$ cat src/rtl/darkio_regs.sv
// Memory-mapped IO registers: board-ID/IRQ word, LED/GPIO, timer reload and IRQ request/ack.
// Define DARKIO_TICKCNT_EN to add the TICKS expiry counter at word 4.
module darkio_regs #(
  parameter int BOARD_ID = 0,
  parameter int BOARD_CK = 100000000
) (
  input  logic        XCLK,
  input  logic        XRES,
  input  logic        EN,
  input  logic        RE,
  input  logic        WE,
  input  logic [3:0]  BE,
  input  logic [31:0] ADDR,
  input  logic [31:0] WDATA,
  output logic [31:0] RDATA,
  output logic        RACK,
  output logic        WACK,
  output logic [15:0] LED,
  output logic [15:0] GPIO,
  output logic [7:0]  IRQ
);

  localparam logic [7:0]  ID_BYTE   = 8'(BOARD_ID);
  localparam logic [7:0]  CK_MHZ    = 8'(BOARD_CK / 1000000);
  localparam logic [7:0]  CK_FRAC   = 8'((BOARD_CK / 10000) % 100);
  localparam logic [31:0] TMR_RESET = 32'(BOARD_CK / 1000000 - 1);

  logic [7:0]  ireq;
  logic [7:0]  iack;
  logic [31:0] tmr;
  logic [31:0] cnt;
  logic [2:0]  word;
  logic        wr;
  logic        rd;
  logic        expire;
  logic [31:0] rd_data;
  logic        unused_addr;

  assign word        = ADDR[4:2];
  assign unused_addr = ^{ADDR[31:5], ADDR[1:0]};
  assign wr          = EN & WE;
  assign rd          = EN & RE & ~WE;
  assign expire      = (tmr != 32'd0) && (cnt == 32'd0);
  assign IRQ         = ireq ^ iack;

`ifdef DARKIO_TICKCNT_EN
  logic [31:0] ticks;

  // A clear write wins over a same-cycle expiry.
  always_ff @(posedge XCLK or negedge XRES) begin
    if (!XRES) begin
      ticks <= 32'd0;
    end else if (wr && word == 3'd4 && BE != 4'b0000) begin
      ticks <= 32'd0;
    end else if (expire) begin
      ticks <= ticks + 32'd1;
    end
  end
`endif

  always_comb begin
    rd_data = 32'd0;
    case (word)
      3'd0: rd_data = {IRQ, CK_FRAC, CK_MHZ, ID_BYTE};
      3'd2: rd_data = {GPIO, LED};
      3'd3: rd_data = tmr;
`ifdef DARKIO_TICKCNT_EN
      3'd4: rd_data = ticks;
`endif
      default: rd_data = 32'd0;
    endcase
  end

  always_ff @(posedge XCLK or negedge XRES) begin
    if (!XRES) begin
      RDATA <= 32'd0;
      RACK  <= 1'b0;
      WACK  <= 1'b0;
    end else begin
      RACK <= rd;
      WACK <= wr;
      if (rd) begin
        RDATA <= rd_data;
      end
    end
  end

  always_ff @(posedge XCLK or negedge XRES) begin
    if (!XRES) begin
      LED  <= 16'd0;
      GPIO <= 16'd0;
      tmr  <= TMR_RESET;
    end else if (wr) begin
      if (word == 3'd2) begin
        for (int b = 0; b < 2; b++) begin
          if (BE[b])     LED[8*b +: 8]  <= WDATA[8*b +: 8];
          if (BE[2 + b]) GPIO[8*b +: 8] <= WDATA[16 + 8*b +: 8];
        end
      end
      if (word == 3'd3) begin
        for (int b = 0; b < 4; b++) begin
          if (BE[b]) tmr[8*b +: 8] <= WDATA[8*b +: 8];
        end
      end
    end
  end

  // Reload writes never touch cnt; a new TMR is picked up at the next wrap.
  always_ff @(posedge XCLK or negedge XRES) begin
    if (!XRES) begin
      cnt <= 32'd0;
    end else if (tmr != 32'd0) begin
      cnt <= (cnt == 32'd0) ? tmr : cnt - 32'd1;
    end
  end

  // Both sides use pre-edge state, so an ack landing on an expiry swallows it.
  always_ff @(posedge XCLK or negedge XRES) begin
    if (!XRES) begin
      ireq <= 8'd0;
      iack <= 8'd0;
    end else begin
      if (wr && word == 3'd0 && BE[3]) begin
        for (int i = 0; i < 8; i++) begin
          if (WDATA[24 + i]) iack[i] <= ireq[i];
        end
      end
      if (expire && ireq == iack) begin
        ireq[7] <= ~iack[7];
      end
    end
  end

endmodule

$ cat config.mk
export PLATFORM = sky130hd
export DESIGN_NAME = darkio_regs
export DESIGN_NICKNAME = d
export VERILOG_FILES = /design/src/rtl/darkio_regs.sv
export SDC_FILE = /design/constraint.sdc
export NUM_CORES = 1
export LEC_CHECK = 0
export CAP_MARGIN = 20
export CORE_MARGIN = 3
export CORE_UTILIZATION = 45
export CTS_BUF_LIST = sky130_fd_sc_hd__clkbuf_8 sky130_fd_sc_hd__clkbuf_16
export DETAILED_ROUTE_END_ITERATION = 12
export PLACE_DENSITY = 0.8
export SLEW_MARGIN = 20
export SYNTH_ARGS = -nofsm -noshare
export SYNTH_HDL_FRONTEND = slang
export SYNTH_SLANG_ARGS = --single-unit
$ cat constraint.sdc
create_clock -name XCLK -period 2.2 [get_ports XCLK]
set_input_delay 0.55 -clock XCLK [delete_from_list [all_inputs] [get_ports XCLK]]
set_output_delay 0.55 -clock XCLK [all_outputs]
set_load 0.005 [all_outputs]
==> out/qor.yml <==
run_status: "complete, but fails checks"
violations: "negative setup slack"
rsz0062_at_grt: "yes"
hp-class: "input port to async pin"
io_pins: 147
grt_max_degree: 49
area_growth_pct: 40.7
ctsHoldBuffers: 0
worst_pin_slew_ns: 0.545
routed_wl_um: 18500
peakVddDrop_mv: 0.579
drc: 0
muxShareOfSynthArea_pct: 13.2
cp_slowest_cell: "or4_4"
drive_above_1_share_pct: 27.4
grt_overflow: 0
initial_core_util_pct: 46.3
grt_antenna_before_repair: 0
skew_ns: 0.0102
cp.arrival_ns: 2.51
synth-compound-area-share_pct: 15.9
seq_area_sq_um: 3310
drtIter0Drc: 467
rows: 42
worstSetupPathType: "flip-flop to flip-flop"
drv_cap: 0
die-area_sq_um: 15100
setup.worst_path.end_class: "flip-flop"
fill_cells: 939
clk_latency_ns: 0.43
n_antenna_cell: 0
ys_warn_count: 7
post_drt_wl_per_cell_um: 20.0
hold_viol: 0
final_common_cell: "dfrtp_1"
clockBufferDepth: 2
multiInputGateArea_sq_um: 2710
yosysTopAreaCell: "dfrtp_1"
netlist_top_cells_area: "dfrtp_1 52%, mux2_2 12%, a22oi_1 3.8%"
period_share_pct: 101
htree_levels: 4
ant_nets: 0
synth_top_area_share_pct: 52.0
synth-edff-count: 0
cp_max_fo: 9
core_sq_um: 13300
crit_required_ns: 2.48
final-setup-viol-count: 2
die_y_um: 123
root_buffer: "clkbuf_16"
seq_area_frac_synth_pct: 53.7
leakage_uw: 0.00375
synthAdderAreaFrac_pct: 0.406
hpwl_um: 12700
clk_pin_slew_worst_paths_ns: 0.06
holdWs_ns: 0.0366
synth_xor_area_share_pct: 0.142
cts_buffers: 17
power.total_uw: 8650
setup_slack_ns: -0.0308
cts_tree: "built"
cpPeakStageDelay_ns: 0.60
path_cells: "or4_4 > nor4b_4 > nand3_2 > buf_4 > o22ai_1 > a2bb2oi_1"
period_minus_slack_ns: 2.23
drt_pass1_iterations: 7
num_vias: 5457
routabilityCongestion: 0.926
pre_cts_ws_ns: -0.250
place_area_sq_um: 7940
synthFlopType: "dfrtp_1"
track_usage_pct: 25.6
fp.dieW_um: 123
netlist_area_sq_um: 6160
postSynthAreaPerCell_sq_um: 10.9
relSlewSlack_pct: 63.3
power.density_nw_per_um2: 999
clock_sinks: 132
grt_pass1_wl_um: 29300
layout.nets: 811
async_reset_ff_share_pct: 100
synth_top_family_by_area: "compound AO/OA/AOI/OAI gates"
synth_cells: 564
drv_slew: 0
yosys.area_share.simple_pct: 12.6
synth.distinct_cells: 46
max_freq_mhz: 448
worstSetupStartpointType: "flip-flop"
post-route-cell-area_sq_um: 8660
final_core_util_pct: 65.2
avgViaCountPerCell: 5.90
layout_common_cells: "128 x dfrtp_1, 108 x clkdlybuf4s50_1, 66 x buf_4, 65 x mux2_2, 46 x nand2_1"
grt_pass1_vias: 5573
port_buffers: 110
yosys_register_bits: 132
## per-stage QoR
step | TNS, ns | cells
after CTS | 0 | 921
after floorplan | 0 | 570
after detailed placement | -11.65 | 888
final | -0.0364 | 925
after global routing | -0.658 | 925
after global placement | -10.57 | 888
## routing by layer
| metal | track usage (%) | wire (um) |
|---|---|---|
| met1 | 32.7 | 7360 |
| met2 | 42.1 | 9230 |
| met3 | 6.82 | 1470 |
| met4 | 9.20 | 445 |
| met5 | 0 | 0 |
## sequential cells by signal (all words and copies together) (netlist names)
register,count
cnt,32
tmr,32
RDATA,32
GPIO,16
ireq,1
WACK,1
RACK,1
LED,16
iack,1
## final cells by class
class | instances | area share (%)
Clock buffer | 17 | 4.91
Clock inverter | 15 | 2.35
Inverter | 23 | 0.996
Multi-Input combinational cell | 381 | 31.3
Sequential cell | 132 | 38.2
Tap cell | 176 | 2.54
Timing Repair Buffer | 181 | 19.7
## cell usage after synthesis, types with 2 or more instances
cell type,number
a21oi_1,23
a22o_1,3
a22oi_1,31
a2bb2oi_1,18
a311oi_1,2
buf_2,5
buf_4,7
clkbuf_1,21
dfrtp_1,128
dfstp_2,4
ha_1,2
inv_1,22
mux2_2,65
mux2i_1,8
nand2_1,46
nand3_1,16
nand4_1,6
nor2_1,25
nor2_2,4
nor3_1,7
nor3_2,5
nor4_1,12
o21ai_0,44
o21ai_1,9
o22a_1,2
o22ai_1,13
o31ai_1,4
o41ai_1,3
or2_2,3
or3_1,3
or4_1,8
## what timing repair did
action | in CTS | in global routing
buffers inserted | 1 | 4
setup endpoints to repair | 16 | 14
pin swaps | 1 | 4
gates resized for setup | 5 | 11
## logic make-up after synthesis
kind of cell / count (synthesis)
multiplexers: 73
AO/OA/AOI/OAI: 153
adder cells (fa/ha/maj): 2
buffers and inverters: 57
XOR/XNOR: 1
AND/OR/NAND/NOR: 145
flip-flops: 132
other: 1
## worst max-delay path, delay by kind of cell, from the launching register on
family | cells | cell delay [ns]
buffers and inverters | 1 | 0.21
AO/OA/AOI/OAI | 2 | 0.35
AND/OR/NAND/NOR | 3 | 1.15
flip-flops | 1 | 0.38
## path summary, 6_finish.rpt
path / startpoint / endpoint / slack, ns / depth (start not counted)
max: cnt[14] / cnt[29] / -0.03 / 6
min: XRES / LED[15] / 0.04 / 1
max reg2reg: cnt[14] / cnt[29] / -0.03 / 6
min reg2reg: RDATA[29] / RDATA[29] / 0.48 / 2
max in group asynchronous: XRES / tmr[6] / 1.48 / 2
min in group XCLK: RDATA[29] / RDATA[29] / 0.48 / 2
## where the power goes
group	switching (uW)	internal, uW
combinational	984	1190
clock	1140	1900
sequential	514	2930
total	2630	6020
No activity file was read; power rests on OpenSTA's default activity.
